File: src/rtl/enc_sched_pkg.sv
// ----------------------------------------------------------------------------
// enc_sched_pkg
// Shared definitions for the encoder read scheduler: the scheduler state
// encoding, default I2C addresses of the angle encoders and the angle width.
// No ports; imported by encoder_read_scheduler and rr_arbiter.
// ----------------------------------------------------------------------------
package enc_sched_pkg;

    localparam int         ANGLE_W              = 12;
    localparam logic [6:0] ENC_DEV_ADDR_DEFAULT = 7'h36;
    localparam logic [7:0] ENC_REG_DEFAULT      = 8'h0C;

    typedef enum logic [2:0] {
        IDLE    = 3'd0,
        ARB     = 3'd1,
        START   = 3'd2,
        WAIT    = 3'd3,
        DELIVER = 3'd4,
        GAP     = 3'd5
    } state_t;

endpackage

File: src/rtl/encoder_read_scheduler_rr_arbiter.sv
// ----------------------------------------------------------------------------
// rr_arbiter
// Combinational round-robin pick: returns the first requesting channel at or
// after the pointer, wrapping from NUM_CH-1 back to 0.
// Ports:
//   req   in  NUM_CH  request mask
//   ptr   in  SEL_W   channel to search from
//   grant out SEL_W   granted channel index (0 when nothing requests)
//   valid out 1       at least one request present
// ----------------------------------------------------------------------------
module rr_arbiter
    import enc_sched_pkg::*;
#(
    parameter  int NUM_CH = 4,
    localparam int SEL_W  = (NUM_CH > 1) ? $clog2(NUM_CH) : 1
)(
    input  logic [NUM_CH-1:0] req,
    input  logic [SEL_W-1:0]  ptr,
    output logic [SEL_W-1:0]  grant,
    output logic              valid
);

    // Scan from the farthest candidate back to the pointer so that the last
    // assignment made is the closest requester at or after the pointer.
    always_comb begin
        grant = '0;
        valid = |req;
        for (int i = NUM_CH - 1; i >= 0; i--) begin
            if (req[(int'(ptr) + i) % NUM_CH]) begin
                grant = SEL_W'((int'(ptr) + i) % NUM_CH);
            end
        end
    end

endmodule

File: src/rtl/encoder_read_scheduler.sv
// ----------------------------------------------------------------------------
// encoder_read_scheduler
// Shares one I2C read master between NUM_CH motor PID channels. Enabled
// channels are served round-robin; each read fetches the 12-bit raw angle of
// that channel's encoder, steers the bus mux with i2c_sel, and hands the
// result back as a latched angle plus a one-cycle rd_done pulse. NACKs and
// timeouts set a sticky per-channel err_flag.
//
// Optional build macro ENC_ERR_CNT_EN adds err_count, a saturating 8-bit
// error counter per channel.
//
// Ports:
//   clock, reset            clock, synchronous active-high reset
//   ch_enable  [NUM_CH]     per-channel read request
//   err_clear  [NUM_CH]     pulse clears the matching err_flag bit
//   i2c_start               one-cycle launch pulse to the shared master
//   i2c_dev_addr/reg_addr   encoder device / raw-angle register address
//   i2c_sel    [SEL_W]      bus-mux select, held for the whole read
//   i2c_busy, i2c_done,
//   i2c_ack_err, i2c_rd_data  shared master status and read data
//   angle_out  [12*NUM_CH]  latched angle per channel, ch0 in [11:0]
//   rd_done    [NUM_CH]     one-cycle pulse, angle_out[ch] just updated
//   err_flag   [NUM_CH]     sticky NACK/timeout flag
//   active                  scheduler is not idle
//   err_count  [8*NUM_CH]   (ENC_ERR_CNT_EN only) per-channel error count
// ----------------------------------------------------------------------------
module encoder_read_scheduler
    import enc_sched_pkg::*;
#(
    parameter  int          NUM_CH       = 4,
    parameter  logic [6:0]  ENC_DEV_ADDR = ENC_DEV_ADDR_DEFAULT,
    parameter  logic [7:0]  ENC_REG      = ENC_REG_DEFAULT,
    parameter  logic [15:0] TIMEOUT_CYC  = 16'd50000,
    parameter  logic [7:0]  GAP_CYC      = 8'd16,
    localparam int          SEL_W        = (NUM_CH > 1) ? $clog2(NUM_CH) : 1
)(
    input  logic                      clock,
    input  logic                      reset,
    input  logic [NUM_CH-1:0]         ch_enable,
    input  logic [NUM_CH-1:0]         err_clear,
    output logic                      i2c_start,
    output logic [6:0]                i2c_dev_addr,
    output logic [7:0]                i2c_reg_addr,
    output logic [SEL_W-1:0]          i2c_sel,
    input  logic                      i2c_busy,
    input  logic                      i2c_done,
    input  logic                      i2c_ack_err,
    input  logic [15:0]               i2c_rd_data,
    output logic [ANGLE_W*NUM_CH-1:0] angle_out,
    output logic [NUM_CH-1:0]         rd_done,
    output logic [NUM_CH-1:0]         err_flag,
    output logic                      active
`ifdef ENC_ERR_CNT_EN
    ,
    output logic [8*NUM_CH-1:0]       err_count
`endif
);

    state_t             state;
    state_t             next_state;
    logic [SEL_W-1:0]   sel;
    logic [SEL_W-1:0]   rr_ptr;
    logic [15:0]        cnt;
    logic               ack_err_q;
    logic [NUM_CH-1:0]  err_set;
    logic [SEL_W-1:0]   grant;
    logic               grant_valid;
    logic               gap_last;
    logic               unused_rd_bits;

    // The encoder angle is 12 bits; the top nibble of the read word carries
    // nothing useful.
    assign unused_rd_bits = ^i2c_rd_data[15:12];

    rr_arbiter #(.NUM_CH(NUM_CH)) u_arb (
        .req   (ch_enable),
        .ptr   (rr_ptr),
        .grant (grant),
        .valid (grant_valid)
    );

    assign i2c_start    = (state == START);
    assign i2c_dev_addr = ENC_DEV_ADDR;
    assign i2c_reg_addr = ENC_REG;
    assign i2c_sel      = sel;
    assign active       = (state != IDLE);

    // A zero gap still spends one cycle in GAP.
    assign gap_last = (GAP_CYC == 8'd0) || (cnt == {8'd0, GAP_CYC - 8'd1});

    // Next-state logic plus the per-cycle rd_done pulse and error-set strobe.
    always_comb begin
        next_state = state;
        err_set    = '0;
        rd_done    = '0;
        case (state)
            IDLE: begin
                if (|ch_enable && !i2c_busy) next_state = ARB;
            end
            ARB: begin
                next_state = grant_valid ? START : IDLE;
            end
            START: begin
                next_state = WAIT;
            end
            WAIT: begin
                if (i2c_done) begin
                    next_state = DELIVER;
                end else if (cnt == TIMEOUT_CYC - 16'd1) begin
                    err_set[sel] = 1'b1;
                    next_state   = GAP;
                end
            end
            DELIVER: begin
                if (ack_err_q) err_set[sel] = 1'b1;
                else           rd_done[sel] = 1'b1;
                next_state = GAP;
            end
            GAP: begin
                if (gap_last) next_state = IDLE;
            end
            default: next_state = IDLE;
        endcase
    end

    // One counter serves both the WAIT timeout and the GAP length; it
    // restarts from zero on every state change.
    always_ff @(posedge clock) begin
        if (reset) begin
            state     <= IDLE;
            sel       <= '0;
            rr_ptr    <= '0;
            cnt       <= '0;
            ack_err_q <= 1'b0;
            angle_out <= '0;
            err_flag  <= '0;
        end else begin
            state <= next_state;
            cnt   <= (state != next_state) ? 16'd0 : cnt + 16'd1;

            if (state == ARB && grant_valid) begin
                sel    <= grant;
                rr_ptr <= (grant == SEL_W'(NUM_CH - 1)) ? '0 : grant + SEL_W'(1);
            end

            // The angle is written as i2c_done arrives so it is already
            // valid while rd_done pulses in DELIVER.
            if (state == WAIT && i2c_done) begin
                ack_err_q <= i2c_ack_err;
                if (!i2c_ack_err) begin
                    angle_out[int'(sel)*ANGLE_W +: ANGLE_W] <= i2c_rd_data[ANGLE_W-1:0];
                end
            end

            err_flag <= (err_flag & ~err_clear) | err_set;
        end
    end

`ifdef ENC_ERR_CNT_EN
    // Saturating error counters; a clear beats a simultaneous increment.
    always_ff @(posedge clock) begin
        if (reset) begin
            err_count <= '0;
        end else begin
            for (int i = 0; i < NUM_CH; i++) begin
                if (err_clear[i]) begin
                    err_count[i*8 +: 8] <= 8'h00;
                end else if (err_set[i] && err_count[i*8 +: 8] != 8'hFF) begin
                    err_count[i*8 +: 8] <= err_count[i*8 +: 8] + 8'h01;
                end
            end
        end
    end
`endif

endmodule

File: config.mk
export PLATFORM = sky130hd
export DESIGN_NAME = encoder_read_scheduler
export DESIGN_NICKNAME = d
export VERILOG_FILES = /design/src/rtl/enc_sched_pkg.sv /design/src/rtl/encoder_read_scheduler_rr_arbiter.sv /design/src/rtl/encoder_read_scheduler.sv
export SDC_FILE = /design/constraint.sdc
export NUM_CORES = 1
export LEC_CHECK = 0
export ABC_AREA = 1
export CORE_ASPECT_RATIO = 0.5
export CORE_UTILIZATION = 49
export CTS_CLUSTER_SIZE = 10
export DETAILED_ROUTE_END_ITERATION = 12
export GPL_TIMING_DRIVEN = 0
export PLACE_DENSITY = 0.9
export SETUP_SLACK_MARGIN = 0.3
export SYNTH_ARGS = -nofsm -noshare
export SYNTH_HDL_FRONTEND = slang
export SYNTH_SLANG_ARGS = --single-unit
File: constraint.sdc
create_clock -name clock -period 2.55 [get_ports clock]
set_clock_uncertainty 0.05 [all_clocks]
set_input_delay 0.51 -clock clock [delete_from_list [all_inputs] [get_ports clock]]
set_output_delay 0.51 -clock clock [all_outputs]
set_load 0.005 [all_outputs]
* After elaboration in Yosys (flattened, before gate mapping)
Index checks and enable logic that the tools add are counted.
W data, S select, Z words.
** Storage, ports and cells
- Register bits after elaboration :: 76
- Latch bits :: 0
- RAM bits :: 0
- Bits in read-only memories :: 0
- Output and inout port bits :: 75
- Word-level logic and storage cells :: 82
- Memories :: 0
** Operators by class
- Add/subtract/negate cells :: 6
- Multiply operators :: 1
- Divide/modulo/power cells :: 0
- Magnitude comparators :: 6
- Equal/unequal tests :: 9
- Shift operators :: 2
- Mux-type cells :: 31
- Bitwise logic cells :: 7
- Reductions and logical operators :: 13
** Operators with widths (count)
- $bwmux W48 :: 1
- $shift A12 B33 Y48 const A :: 1
- $shiftx A12 B33 Y48 :: 1
- $neg A6 Y33 :: 1
- $mux W4 :: 5
- $pmux W3 S6 :: 1
- $add A16 B1 Y16 const B :: 1
- $eq A16 B16 Y1 const B :: 1
- $eq A16 B4 Y1 const B :: 1
- $lt A3 B4 Y1 const B :: 3
- $mux W2 :: 6
- $mux W3 :: 4
- $bmux W1 S2 :: 4
- $mux W1 :: 8
- $pmux W4 S2 :: 1
- $reduce_or A2 Y1 :: 4
- $eq A3 B2 Y1 const B :: 2
- $eq A3 B3 Y1 const B :: 2
- $lt A2 B3 Y1 const B :: 2
- $add A2 B1 Y2 const B :: 2
- $add A2 B2 Y2 const B :: 2
- $and A4 B4 Y4 :: 1
- $logic_and A1 B1 Y1 :: 4
- $mul A2 B2 Y4 const B :: 1
- 14 further kinds :: 16

* Depth between registers and ports, before layout
Gate-level depths: netlist of the first run.
- Depth after elaboration :: 12
- Depth in mapped cells :: 14

* Cells and area by module
A second synthesis of the first run with hierarchy kept.
** Unflattened totals
- Cell total of the unflattened synthesis :: 591
- Area total of the unflattened synthesis :: 4005.1 um^2
** By module, submodules not included
- encoder_read_scheduler :: instances 1, cells each 545, area an instance 3816.2 um^2, sequential area each 1521.5 um^2
- rr_arbiter :: instances 1, cells each 46, area an instance 188.9 um^2, sequential area each 0.0 um^2

* Least setup slack after synthesis of the first run
OpenSTA, ideal clock, no wires.
- Path kind :: reg2reg
- Start point :: register sel[0], in the netlist i2c_sel[0]
- End point :: register angle_out[36]
- Setup time :: 70 ps
- Data arrival time :: 1900 ps
- Required time :: 2430 ps
- Setup slack :: 529 ps
- Stages on the path, launching flop included :: 11
- Path buffers :: 1
- Cells stage by stage :: dfxtp_1 inv_1 ha_1 nor2_1 inv_1 nand2_2 buf_2 nand2_1 o21ai_0 nand3_1 a21oi_1
** On the way
- Cells in the longest elaborated chain, start to end :: 4
- Elaborated cells on any way between the ends :: 5
- Classes of those cells :: 1 x add/sub; 1 x mul; 2 x shift; 1 x mux
** RTL lines
- start: declaration :: RTL line encoder_read_scheduler.sv:61 : logic [SEL_W-1:0] sel;
- start signal: assignment :: RTL line encoder_read_scheduler.sv:142 : sel <= grant;
- $mul A2 B2 Y4 (*) :: RTL line encoder_read_scheduler.sv:151 : angle_out[int'(sel)*ANGLE_W +: ANGLE_W] <= i2c_rd_data[ANGLE_W-1:0];
- $neg A6 Y33 (*) :: RTL line encoder_read_scheduler.sv:151
- $shiftx A12 B33 Y48 / $shift A12 B33 Y48 (equally long branches) :: RTL line encoder_read_scheduler.sv:151
- $bwmux W48 (*) :: RTL line encoder_read_scheduler.sv:151
- end signal: indexed assignment :: RTL line encoder_read_scheduler.sv:151
- end: declaration :: RTL line encoder_read_scheduler.sv:49 : output logic [ANGLE_W*NUM_CH-1:0] angle_out,
Every way passes the cells marked *; elsewhere a longest branch is shown, timed or not.
A chain may end at the register's enable or synchronous reset.

* Worst setup path after layout of the first run
- Start point :: register sel[0], in the netlist i2c_sel[0]
- End point :: register angle_out[45]
The elaborated chain is that of the path after synthesis.

==> flow_summary.toml, run 1 <==
[pwr]
total_power_uw = 3717
p_leak_uw = 0.002247
power_density_nw_per_um2 = 665.6
ir_drop_v = 0.0003422

[cts]
clk_latency_ns = 0.34
cts_made_buffers = 9
cts_root_buf = "clkbuf_16"
cts_hold_buffers = 0
clk_pin_slew_worst_paths_ns = 0.06
htreeDepth = 3
cts_buffer_depth = 2
tritoncts = "yes"
clock-sinks = 76

[worst_setup_path]
criticalPathCategory = "reg -> reg"
arrival_ns = 2.49
path_cells = "inv_2, buf_4, ha_1, buf_4, inv_2, nor2_2, nor2_1, inv_1, buf_4, nor2_1, a22oi_1, nor2_1"
worst-endpoint-required_ns = 2.76
worst_path_max_delay_cell = "dfxtp_4"
cpPeakStageDelay_ns = 0.39
endpoint_kind = "register"
path_max_fanout = 10
cp-start-kind = "register"

[grt]
grt_max_degree = 13
grt_usage_pct = 27.76
overflow = 0
grt_pass1_vias = 3969
grt_pass1_wl_um = 18310
antenna_found_initial = 0

[sta]
finalSetupTns_ns = 0
min_period_over_period_pct = 89.27
relSlewSlack_pct = 58.41
fin_crit_ns = 2.276
report.final.slew_viol_count = 0
setup_viol = 0
max_freq_mhz = 439.3
worst_slack_ns = 0.2736
hold_viol_final = 0
tightest_slew_ns = 0.6239
rsz0062_at_grt = "yes"

[routing]
drt_wl_total_um = 11880
route.detailed.drc = 0
wire_per_inst_um = 14.52
ant_nets = 0
vias = 4420
drtPass1Iterations = 6
drtIter0Drc = 489
via_per_inst = 5.403

[place]
place_area_um2 = 5062
place_ws_ns = 0.06172
hpwlAfterDp_um = 8184
numPortBuffers = 83
dp.cells = 794
place.gp.congestion = 0.9987

[finish]
nets = 741
stdcell_area_um2 = 5584
final.fill_count = 544
layout_commonest_cell = "nand2_1"
fin_cells = 818
mostFrequentLayoutCells = "nand2_1 (144), clkdlybuf4s50_1 (81), dfxtp_1 (73), inv_1 (60), nor2_1 (60)"
diodes = 0
layout-drive-gt1-share_pct = 13.38
area_growth_pct = 37.96

[logic_synthesis]
yosys_register_bits = 76
synth_area_um2 = 4048
yosys.area.top_type_share_pct = 37.59
ys_types = 38
yosysWarnings = 0
synth.area.top_cells = "dfxtp_1 (38%), nand2_1 (14%), a21oi_1 (6.7%)"
synth_top_cell_by_area = "dfxtp_1"
postSynthCellCount = 590
syn_area_per_cell_um2 = 6.860
ys_seq_area_share_pct = 37.59

[die]
io_pins = 104
die_area_um2 = 8650
die_w_um = 130.5
core.rowCount = 22
start_util_pct = 52.89
die_h_um = 66.27
coreArea_um2 = 7652

[run_status]
status = "finished clean"

[job]
max_cap_viol_count = 0

[hold_path]
hp-class = "reg -> reg"
## cell families (layout without fill, tap and decap cells)
logic type,count (synthesis),in the layout,synth area share [%]
and+or+nand+nor,274,274,29.86
adders and majority gates,7,7,2.164
DFF,76,76,37.59
AOI/OAI and AO/OA,111,111,14.93
buffers and inverters,105,212,12.02
other,2,15,0.1855
xor gates and xnor gates,15,15,3.246
## worst max-delay path: cells and delay by family (launching register included)
kind                       cells  cell delay [ns]
buffers and inverters          6             0.83
and+or+nand+nor                4             0.60
DFF                            1             0.39
adders and majority gates      1             0.20
AOI/OAI and AO/OA              1             0.12
## where the power goes
group          switching [uW]  internal, uW
clock network             488          1010
registers                30.7          1220
logic                     643           332
## cell type report
class / count / area, um2 / area share (%)
plain buffers: 37 / 235.2 / 4.212
clock buffers: 12 / 256.5 / 4.593
clock inverters: 4 / 95.09 / 1.703
inverters: 68 / 260.3 / 4.661
multi-input cells: 422 / 2182 / 39.08
flip-flops and latches: 76 / 1528 / 27.36
well taps: 108 / 135.1 / 2.420
repair buffers: 91 / 892.1 / 15.98
## final timing paths
| check | from | end | slack (ns) | depth (start not counted) |
|---|---|---|---|---|
| worst max-delay path | i2c_sel[0] | angle_out[45] | 0.27 | 12 |
| worst min-delay path | cnt[0] | cnt[0] | 0.41 | 1 |
| worst max register to register | i2c_sel[0] | angle_out[45] | 0.27 | 12 |
| worst min register to register | cnt[0] | cnt[0] | 0.41 | 1 |
## synthesized netlist by cell type, drive strengths merged
cell	instances
nand2	151
dfxtp	76
nor2	71
inv	68
a21oi	54
o21ai	34
nand3	33
buf	28
clkbuf	9
xor2	9
nand4	8
a22oi	7
ha	7
o22ai	7
xnor2	6
o211ai	5
nor3	4
nor4	3
and2	2
conb	2
or2	2
a21o	1
a31oi	1
o31ai	1
o32ai	1
## state kept, by name, summed over array words and instances (netlist names)
name,cells
cnt,16
err_flag,4
rr_ptr,2
ack_err_q,1
i2c_sel,2
angle_out,48
state,3
## timing repair
item,CTS,global route
setup endpoints to repair,49,41
buffers inserted,2,6
pin swaps,1,3
gates resized for setup,16,24
## metal layers
metal	vias up	part of all wire, %	global-route usage (%)
met2	239	47	47.02
met4	0	3.4	13.07
met1	2027	41	32.58
met5	-	0	0
li1	2101	-	-
met3	53	8.8	8.010
## per-stage QoR
stage	hold slack (ns)	util (%)
after floorplan	0.3676	-
after global placement	0.3791	66.15
after detailed placement	0.3948	66.15
after CTS	0.4106	71.55
after global routing	0.4314	72.97
final	0.4091	72.97
Power figures use the tool's default switching activity.
==> run 2: changes to the inputs <==
Settings changed: CORE_UTILIZATION 49 to 30, PLACE_DENSITY 0.9 to 0.63.
==> flow_summary.toml, run 2 (synthesis gave the netlist of run 1 again) <==
[cts]
cts_root_buf = "clkbuf_16"
cts_made_buffers = 9
clk_latency_ns = 0.33
cts_buffer_depth = 2
tritoncts = "yes"
clock-sinks = 76
clk_pin_slew_worst_paths_ns = 0.06
htreeDepth = 3

[place]
place.gp.congestion = 0.9048
hpwlAfterDp_um = 8714
numPortBuffers = 83
place_ws_ns = 0.05626
place_area_um2 = 5140

[routing]
ant_nets = 0
drt_wl_total_um = 11440
wire_per_inst_um = 12.98
via_per_inst = 4.688
topRoutingLayerUsed = "met4"
met3RoutedLength_um = 632
vias = 4130
wirelength_met1_um = 5189
drtIter0Drc = 308
wl_met2_um = 5403
route.detailed.drc = 4
drtPass1Iterations = 9

[die]
core.rowCount = 29
die_area_um2 = 13990
die_h_um = 84.14
die_w_um = 166.3
coreArea_um2 = 12920
start_util_pct = 31.33
io_pins = 104

[sta]
finalSetupTns_ns = 0
report.final.slew_viol_count = 0
tightest_slew_ns = 0.6039
hold_viol_final = 0
min_period_over_period_pct = 89.21
relSlewSlack_pct = 59.74
max_freq_mhz = 439.6
holdWs_ns = 0.4052
setup_viol = 0
worst_slack_ns = 0.2751
rsz0062_at_grt = "yes"
fin_crit_ns = 2.275

[finish]
layout_commonest_cell = "nand2_1"
post-route-util_pct = 43.71
mostFrequentLayoutCells = "nand2_1 (144), clkdlybuf4s50_1 (80), dfxtp_1 (73), inv_1 (61), nor2_1 (58)"
nets = 742
final.fill_count = 1328
diodes = 0
stdcell_area_um2 = 5647
layout-drive-gt1-share_pct = 13.50
largest_reg_flops = 48
area_growth_pct = 39.51
top_regs = "angle_out: 48 flops, cnt: 16 flops, err_flag: 4 flops"
top_register = "angle_out"

[worst_setup_path]
r2r_end = "angle_out[36]"
worst-endpoint-required_ns = 1.99
criticalPathCategory = "reg -> out"
crit_start = "i2c_sel[1]"
reg2regPathDepth = 11
cp-start-kind = "register"
path_max_fanout = 4
r2r_start = "i2c_sel[0]"
arrival_ns = 1.71
ff2ff_setup_slack_ns = 0.32
endpoint_kind = "output pin"

[run_status]
status = "finished with violations"
violations = "DRC"

[grt]
grt_max_degree = 14
grt_pass1_vias = 3737
grt_usage_pct = 16.24
antenna_found_initial = 0
grt_pass1_wl_um = 18310
overflow = 0

[hold_path]
hp-class = "reg -> reg"
hold_depth = 1
hold_start = "cnt[0]"
whs_endpoint = "cnt[0]"

[pwr]
p_leak_uw = 0.002264
power_density_nw_per_um2 = 642.1
ir_drop_v = 0.0003403

[job]
max_cap_viol_count = 0
[run 2: final cells by class]
class / count / area, um2 / area share [%]
sequential: 76 / 1528 / 27.06
timing repair buffer: 92 / 902.1 / 15.98
inverter: 68 / 260.3 / 4.609
multi-input combinational: 422 / 2173 / 38.49
tap: 170 / 212.7 / 3.767
clock inverter: 5 / 82.58 / 1.462
clock buffer: 11 / 252.7 / 4.476
buffer: 37 / 235.2 / 4.166
[run 2: report_power, final]
group | switching (uW) | internal, uW | leakage (uW) | total, uW
Clock | 505 | 914 | 0.000166 | 1420
Combinational | 636 | 328 | 0.00148 | 964
Sequential | 27.9 | 1220 | 0.000615 | 1240
Total | 1170 | 2460 | 0.00226 | 3630
[run 2: timing repair]
action,4_1_cts,5_1_grt
cloned,0,0
setup endpoints to repair,47,46
setup buffers,2,7
hold buffers,0,0
pin swaps,2,4
resized for setup,10,29
[run 2: worst max-delay path by stage]
stage | cells after the start | end | slack (ns)
after CTS | 6 | rd_done[2] | 0.15
after global placement | 6 | rd_done[2] | 0.04
after floorplan | 10 | angle_out[36] | 0.53
after detailed placement | 6 | rd_done[2] | 0.06
after global routing | 11 | angle_out[36] | 0.18
final | 5 | rd_done[1] | 0.28
[run 2: routing by layer]
layer | global-route usage, % | vias to the layer above
li1 | - | 2096
met1 | 20.49 | 1866
met2 | 27.85 | 136
met3 | 3.489 | 32
met4 | 5.303 | 0
met5 | 0 | -
[run 2: worst max-delay path: stages, from the launching register on]
cell and delay (ns):
dfxtp_2 0.34, inv_1 0.13, ha_2 0.25, inv_1 0.05, nor2_1 0.09, clkdlybuf4s50_1 0.51
[run 2: through the flow]
stage          std cells  total power (uW)
3_5_place_dp         856              2125
4_1_cts              874              3557
3_3_place_gp         856              2113
6_report             881              3625
5_1_grt              881              3792
2_1_floorplan        603              1878
